[config.mk]
export PLATFORM = sky130hd
export DESIGN_NAME = ifetch_ctrl_flat
export DESIGN_NICKNAME = d
export VERILOG_FILES = /design/src/rtl/ifetch_if.sv /design/src/rtl/ifetch_ctrl.sv /design/src/flat_wrapper.sv
export SDC_FILE = /design/constraint.sdc
export NUM_CORES = 1
export LEC_CHECK = 0
export BUFFER_PORTS_ARGS = -buffer_cell sky130_fd_sc_hd__buf_2
export CORE_UTILIZATION = 55
export DETAILED_ROUTE_END_ITERATION = 7
export GPL_ROUTABILITY_DRIVEN = 0
export PLACE_DENSITY = 0.86
export SYNTH_ARGS = -nofsm -noshare
export SYNTH_HDL_FRONTEND = slang
export SYNTH_SLANG_ARGS = --single-unit
[constraint.sdc]
create_clock -name clk -period 5.7 [get_ports clk]
set_input_delay 0.57 -clock clk [delete_from_list [all_inputs] [get_ports clk]]
set_output_delay 0.57 -clock clk [all_outputs]
set_load 0.005 [all_outputs]
[src/rtl/ifetch_if.sv]
// Fetch-side bus bundle: instruction memory port, decode handshake, redirect/halt control and status.
interface ifetch_if;
    logic [31:0] imem_addr;
    logic [31:0] imem_instr;
    logic        if_valid;
    logic [31:0] if_instr;
    logic [31:0] if_pc;
    logic        id_ready;
    logic        redirect_valid;
    logic [31:0] redirect_pc;
    logic        halt_req;
    logic        halted;
    logic        fault;
    logic [31:0] fetch_count;

    modport master (
        output imem_addr,
        input  imem_instr,
        output if_valid,
        output if_instr,
        output if_pc,
        input  id_ready,
        input  redirect_valid,
        input  redirect_pc,
        input  halt_req,
        output halted,
        output fault,
        output fetch_count
    );

    modport slave (
        input  imem_addr,
        output imem_instr,
        input  if_valid,
        input  if_instr,
        input  if_pc,
        output id_ready,
        output redirect_valid,
        output redirect_pc,
        output halt_req,
        input  halted,
        input  fault,
        input  fetch_count
    );
endinterface

[src/rtl/ifetch_ctrl.sv]
// Instruction-fetch sequencer: owns the PC, reads a combinational instruction memory and
// hands registered (pc, instr) pairs to decode, with redirect, halt and fault handling.
module ifetch_ctrl #(
    parameter logic [31:0] RESET_PC  = 32'h0000_0000,
    parameter int unsigned MEM_WORDS = 256,
    parameter logic [31:0] NOP_INSTR = 32'h0000_0013
) (
    input  logic     clk,
    input  logic     reset,
    ifetch_if.master bus
);
    localparam logic [31:0] MEM_LIMIT = 32'(MEM_WORDS * 4);

    typedef enum logic [1:0] {IDLE, RUN, HALTED, FAULT} state_t;

    state_t      state;
    logic [31:0] pc;
    logic        load_ok;
    logic        accept;
    logic        redirect_legal;

    assign bus.imem_addr  = pc;
    assign load_ok        = !bus.if_valid || bus.id_ready;
    // A redirect in the same cycle squashes the held instruction, so it is not counted.
    assign accept         = bus.if_valid && bus.id_ready && !bus.redirect_valid;
    assign redirect_legal = (bus.redirect_pc[1:0] == 2'b00) && (bus.redirect_pc < MEM_LIMIT);

    always_ff @(posedge clk) begin
        if (reset) begin
            state           <= IDLE;
            pc              <= RESET_PC;
            bus.if_valid    <= 1'b0;
            bus.if_instr    <= NOP_INSTR;
            bus.if_pc       <= 32'h0;
            bus.halted      <= 1'b0;
            bus.fault       <= 1'b0;
            bus.fetch_count <= 32'h0;
        end else begin
            if (accept) begin
                bus.fetch_count <= bus.fetch_count + 32'd1;
            end

            unique case (state)
                IDLE: begin
                    state <= RUN;
                end

                RUN: begin
                    if (bus.redirect_valid) begin
                        if (redirect_legal) begin
                            pc <= bus.redirect_pc;
                        end else begin
                            state     <= FAULT;
                            bus.fault <= 1'b1;
                        end
                        bus.if_valid <= 1'b0;
                        bus.if_instr <= NOP_INSTR;
                    end else if (bus.halt_req) begin
                        state      <= HALTED;
                        bus.halted <= 1'b1;
                        if (accept) begin
                            bus.if_valid <= 1'b0;
                            bus.if_instr <= NOP_INSTR;
                        end
                    end else if (load_ok) begin
                        if (pc >= MEM_LIMIT) begin
                            state        <= FAULT;
                            bus.fault    <= 1'b1;
                            bus.if_valid <= 1'b0;
                            bus.if_instr <= NOP_INSTR;
                        end else begin
                            bus.if_valid <= 1'b1;
                            bus.if_instr <= bus.imem_instr;
                            bus.if_pc    <= pc;
                            pc           <= pc + 32'd4;
                        end
                    end
                end

                HALTED: begin
                    if (bus.redirect_valid) begin
                        if (redirect_legal) begin
                            state <= RUN;
                            pc    <= bus.redirect_pc;
                        end else begin
                            state     <= FAULT;
                            bus.fault <= 1'b1;
                        end
                        bus.halted   <= 1'b0;
                        bus.if_valid <= 1'b0;
                        bus.if_instr <= NOP_INSTR;
                    end else if (accept) begin
                        bus.if_valid <= 1'b0;
                        bus.if_instr <= NOP_INSTR;
                    end
                end

                FAULT: begin
                    state <= FAULT;
                end

                default: begin
                    state <= FAULT;
                end
            endcase
        end
    end
endmodule

[src/flat_wrapper.sv]
// flat-port wrapper written by rule: the top's interface ports become plain ports
module ifetch_ctrl_flat 
#(
    parameter logic [31:0] RESET_PC  = 32'h0000_0000,
    parameter int unsigned MEM_WORDS = 256,
    parameter logic [31:0] NOP_INSTR = 32'h0000_0013
)
  (clk, reset, bus_imem_addr, bus_imem_instr, bus_if_valid, bus_if_instr, bus_if_pc, bus_id_ready, bus_redirect_valid, bus_redirect_pc, bus_halt_req, bus_halted, bus_fault, bus_fetch_count);
  ifetch_if bus_i ();
  input  logic clk;
  input  logic reset;
  output wire logic [$bits(bus_i.imem_addr)-1:0] bus_imem_addr;
  input wire logic [$bits(bus_i.imem_instr)-1:0] bus_imem_instr;
  output wire logic [$bits(bus_i.if_valid)-1:0] bus_if_valid;
  output wire logic [$bits(bus_i.if_instr)-1:0] bus_if_instr;
  output wire logic [$bits(bus_i.if_pc)-1:0] bus_if_pc;
  input wire logic [$bits(bus_i.id_ready)-1:0] bus_id_ready;
  input wire logic [$bits(bus_i.redirect_valid)-1:0] bus_redirect_valid;
  input wire logic [$bits(bus_i.redirect_pc)-1:0] bus_redirect_pc;
  input wire logic [$bits(bus_i.halt_req)-1:0] bus_halt_req;
  output wire logic [$bits(bus_i.halted)-1:0] bus_halted;
  output wire logic [$bits(bus_i.fault)-1:0] bus_fault;
  output wire logic [$bits(bus_i.fetch_count)-1:0] bus_fetch_count;
  assign bus_imem_addr = bus_i.imem_addr;
  assign bus_i.imem_instr = bus_imem_instr;
  assign bus_if_valid = bus_i.if_valid;
  assign bus_if_instr = bus_i.if_instr;
  assign bus_if_pc = bus_i.if_pc;
  assign bus_i.id_ready = bus_id_ready;
  assign bus_i.redirect_valid = bus_redirect_valid;
  assign bus_i.redirect_pc = bus_redirect_pc;
  assign bus_i.halt_req = bus_halt_req;
  assign bus_halted = bus_i.halted;
  assign bus_fault = bus_i.fault;
  assign bus_fetch_count = bus_i.fetch_count;
  ifetch_ctrl #(.RESET_PC(RESET_PC), .MEM_WORDS(MEM_WORDS), .NOP_INSTR(NOP_INSTR)) u_core (.clk(clk), .reset(reset), .bus(bus_i));
endmodule
# Word-level counts from Yosys, hierarchy flattened
# Cells that the tools add are included.
word_totals:
  wordCells: 83
  in_bits: 69
  out_inout_bits: 131
  regBits: 133
classes:
  magnitude_cmp: 2
  n_reduce_logical: 15
  bitwise: 3
  n_addsub: 2
  mux: 40
  n_eq_ne: 13
op_table:
  columns: ["cell", "count"]
  rows:
  - ["$mux W32", 12]
  - ["$pmux W32 S2", 2]
  - ["$add A32 B1 Y32 const B", 1]
  - ["$add A32 B3 Y32 const B", 1]
  - ["$ge A32 B11 Y1 const B", 1]
  - ["$lt A32 B11 Y1 const B", 1]
  - ["$mux W1", 15]
  - ["$reduce_and A5 Y1", 3]
  - ["$mux W2", 7]
  - ["$ne A3 B3 Y1 const B", 3]
  - ["$ne A4 B3 Y1 const B", 2]
  - ["$pmux W2 S4", 1]
  - ["$reduce_and A4 Y1", 2]
  - ["$ne A2 B2 Y1 const B", 3]
  - ["$ne A3 B2 Y1 const B", 2]
  - ["$pmux W1 S2", 3]
  - ["$eq A2 B2 Y1 const B", 2]
  - ["$logic_not A2 Y1", 2]
  - ["$logic_and A1 B1 Y1", 3]
  - ["$not A1 Y1", 3]
  - ["$eq A2 B1 Y1 const B", 1]
  - ["$logic_not A1 Y1", 2]
  - ["$reduce_and A2 Y1", 1]
  - ["$reduce_bool A2 Y1", 1]
  - ["$logic_or A1 B1 Y1", 1]

# Longest topological paths before layout
depth:
  ltp_word: 6
  mapped_depth: 10
  ltp_nobuf: 7

# Worst setup path after synthesis
# No wires, ideal clock.
synth_path:
  path_kind: "in2reg"
  startpoint: "in bus_redirect_valid"
  endpoint: "reg u_core.bus.fetch_count[27]"
  arrival_time_ns: 2.285
  setup_ns: 0.070
  required_ns: 5.630
  path_buffers: 3
  stages: 8
  setup_slack_ns: 3.345
  cell_sequence: "clkbuf_1 > and3b_1 > buf_2 > nand4_2 > or3_1 > buf_2 > or4_1 > a21oi_1"
synth_via:
  elab_chain_len: 2
synth_lines:
  columns: ["item", "line_no", "text"]
  rows:
  - ["from (decl)", "flat_wrapper.sv:18", "input wire logic [$bits(bus_i.redirect_valid)-1:0] bus_redirect_valid;"]
  - ["$logic_not A1 Y1", "ifetch_ctrl.sv:25", "assign accept = bus.if_valid && bus.id_ready && !bus.redirect_valid;"]
  - ["$logic_and A1 B1 Y1", "ifetch_ctrl.sv:25", null]
  - ["to (signal assigned)", "ifetch_ctrl.sv:40", "bus.fetch_count <= bus.fetch_count + 32'd1;"]
  - ["to (decl)", "ifetch_if.sv:28", "output fetch_count"]
# Every way passes these cells.
# A chain may end at the register's enable or synchronous reset.

# Final worst setup path
layout_path:
  startpoint: "reg u_core.state[0]"
  endpoint: "reg u_core.pc[27] (netlist: u_core.bus.imem_addr[27])"
layout_via:
  elab_chain_len: 3
  elab_cells_between_ends: 9
  classes_between: "6 x eq/ne; 1 x mux; 2 x reduce/logical"
layout_lines:
  columns: ["item", "line_no", "text"]
  rows:
  - ["from (decl)", "ifetch_ctrl.sv:16", "state_t state;"]
  - ["from (signal assigned)", "ifetch_ctrl.sv:30", "state <= IDLE;"]
  - ["from (signal assigned)", "ifetch_ctrl.sv:45", "state <= RUN;"]
  - ["from (signal assigned)", "ifetch_ctrl.sv:53", "state <= FAULT;"]
  - ["$eq A2 B1 Y1 or $eq A2 B2 Y1 (tied branches)", "ifetch_ctrl.sv:43", "unique case (state)"]
  - ["$ne A3 B3 Y1 (no line), or another cell as far along", null, null]
  - ["$reduce_and A5 Y1 (no line)", null, null]
  - ["to (signal assigned)", "ifetch_ctrl.sv:51", "pc <= bus.redirect_pc;"]
  - ["to (signal assigned)", "ifetch_ctrl.sv:75", "pc <= pc + 32'd4;"]
  - ["to (signal assigned)", "ifetch_ctrl.sv:84", "pc <= bus.redirect_pc;"]
  - ["to (decl)", "ifetch_ctrl.sv:17", "logic [31:0] pc;"]
# Parallel ways exist; a longest one is shown, timed or not.

==> impl_results.md <==
- HP Start: bus_imem_instr[1]
- Fin. Hold Viols: 0
- Critical Path RT: 6130 ps
- Hold Buf Count CTS: 0
- Avg Inst Size Synth: about 8.5 µm²
- Mux share of post-synthesis cell area: 0.0165
- Ys flop type: dfxtp_1
- # nets final: between 900 and 1000
- I/O pin count: 200
- Worst-Skew Late Latency: about 520 ps
- PostCTS Resize Cnt: 0
- Grt met2 use: 0.485
- # diodes: 0
- Crit start category: flip-flop
- Post-Syn Nets: between 700 and 800
- First-pass DRT Iterations: 6
- Unique masters post-synth: 64
- Initial antenna violation count: 0
- XOR/XNOR Fraction of Synth Area: 0.0360
- Share of the synthesized area in the top cell type: 0.438
- I/O Buffers: around 200
- VDD IR max: 304 µV
- Adder-cell share of the synthesized area: 0.0144
- Synthesized instance count: slightly above 700
- Routed WL: 17000 µm
- Most frequent cells in the layout: buf_2 (198), dfxtp_1 (133), nor2_1 (88)
- WL/cell: between 15 and 20 µm
- Hold slack: 266 ps
- Vias/cell: approximately 6.0
- Run status: complete, no violations
- Met1 global-route usage: 0.380
- Least-Margin Pin Slew: between 1000 and 1500 ps
- Worst Reg-to-Reg Cells: 7
- Synthesized area: 6080 µm²
- Top area cells in the synthesized netlist: dfxtp_1 (44%), nor2_1 (5.4%), a21oi_1 (4.4%)
- Crit. End Element: flip-flop
- Post-synth top area cell: dfxtp_1
- Worst min-delay path class: input port to flip-flop
- Post-DRT Antenna Nets: 0
- Root Driver: clkbuf_8
- Die area: between 10000 and 15000 µm²
- Setup CP Type: flip-flop to flip-flop
- WHS Endpoint: u_core.bus.if_instr[1]
- DP HPWL: 11500 µm
- Reg2reg setup slack: between 3000 and 4000 ps
- Gr busiest metal: met2
- Crit share post-route: 0.456
- Setup TNS: 0 ps
- Slew headroom: 0.327
- FF-to-FF End: u_core.bus.imem_addr[27]
- Synth Area in Compound Gates: 0.184
- RSZ-0062 raised after global routing: no
- Number of max-cap violations: 0
- GRT overflow: 0
- Leakage dissipation: roughly 3.3 nW
- Row count: 38
- Setup WS pre-CTS: roughly 3100 ps
- Largest fanout on the critical path: 32
- DRT iter0 DRCs: 500
- TritonCTS clock tree: done
- Tot GR Track Use: 0.297
- Final setup viols: 0
- DR vias: approximately 6300
- Layout cells sized above 1: 0.280
- Hold depth: 3
- Die Wd: between 100 and 150 µm
- CP arrival: 3030 ps
- Fin Clk Skew: 7.33 ps
- Sink Count: about 130
- Die Ht: 107 µm
- H-tree levels: 4
- CTS buffer count: 17
- Total power: between 3 and 4 mW
- Fmax: 385 MHz
- Vias in the first global route: ~5600
- First-pass GRT wire length: 27000 µm
- Core Area: roughly 11000 µm²
- Max-slew violation count: 0
- CTS Buffer Depth: 2
- Final min period: roughly 2600 ps
- Post-CTS Setup Bufs: 0
- GRT met3 Usage: 0.0705
- Largest net degree at the start of global routing: between 80 and 90
- DRC: 0
- Post-synth EDFFs: 0
- Clk slew on worst S/H paths: about 60 ps
- FF-to-FF Start: u_core.state[0]
- Synth async-reset ratio: 0
- Slack of the critical path: between 3000 and 4000 ps
- Most common cell after layout, fill and taps aside: buf_2
- Largest family of logic cells by synthesized area: simple AND/OR/NAND/NOR gates
- Synth warnings: 0
- Flops & latches, synth: ~130
- Area Growth Syn to Fin: 27.1%
- Register area share after synthesis: 0.438
- Initial Utilization: 0.564
- Power Dens Cells: approximately 410 nW/µm²
- Post-synthesis simple-gate area fraction: 0.268
[synth_stat cells, types with 9 or more instances]
cell type  instances
dfxtp_1          133
nor2_1            88
a21oi_1           54
clkbuf_1          44
nand2_1           40
nand3_1           30
nor3_1            28
and2_1            24
nor4_1            23
o31ai_1           21
xnor2_1           18
o21ai_0           17
and3_1            16
or4_1             16
inv_1             15
nand4_1           15
a22oi_1           12
mux2i_1           10
a211oi_1           9
a31oi_1            9
[layer usage]
metal,wire [µm],vias to the layer above
met5,0,-
met4,278,0
met3,1450,30
met2,8140,316
met1,7090,2928
li1,-,2988
[metrics by stage]
step                      instances   util  cell area (µm²)
final                          1046  0.716             7730
after global routing           1046  0.716             7730
after CTS                      1046  0.716             7730
after detailed placement       1014  0.658             7110
after global placement         1014  0.658             7110
after floorplan                 720      -             6080
[report_power, final]
group	total, mW	switching, mW	leakage (nW)	internal [mW]
Combinational	0.894	0.585	1.95	0.309
Clock	1.15	0.419	0.302	0.726
Sequential	1.10	0.0820	1.07	1.02
[kinds of logic (layout without fill, tap and decap cells)]
logic type | count (synthesis) | in the layout
adders and majority gates | 7 | 7
xor gates and xnor gates | 25 | 25
and+or+nand+nor | 311 | 311
DFF | 133 | 133
AOI/OAI and AO/OA | 167 | 167
muxes | 10 | 10
buffers and inverters | 67 | 253
[worst max-delay path, cell delays in order, from the launching register on]
cell	delay (ps)
dfxtp_1	360
inv_1	100
ha_1	330
or2_2	570
nor3_1	550
and3_1	250
a41oi_1	110
a211oi_1	240
[how the worst max path moves through the flow]
stage | start | endpoint | cells after the start
floorplan | bus_redirect_valid | u_core.bus.fetch_count[27] | 8
global placement | bus_redirect_valid | u_core.bus.if_instr[18] | 6
detailed placement | bus_redirect_valid | u_core.bus.if_instr[12] | 6
CTS | u_core.state[0] | u_core.bus.if_instr[24] | 7
global route | u_core.state[1] | u_core.bus.if_instr[2] | 7
finish | u_core.state[0] | u_core.bus.imem_addr[27] | 7
[flip-flops by register name (all words and copies together), names as in the netlist]
name / flops
u_core.bus.if_pc: 32
u_core.bus.if_valid: 1
u_core.state: 2
u_core.bus.fetch_count: 32
u_core.bus.fault: 1
u_core.bus.if_instr: 32
u_core.bus.halted: 1
u_core.bus.imem_addr: 32
[cell type report]
type                       instances  area (µm²)
timing repair buffer             205        1040
multi-input combinational        520        3160
sequential                       133        2660
clock buffer                      18         428
inverter                          16        60.1
tap                              140         175
clock inverter                    14         198
fill                             848        3060
No activity file was read; power rests on OpenSTA's default activity.
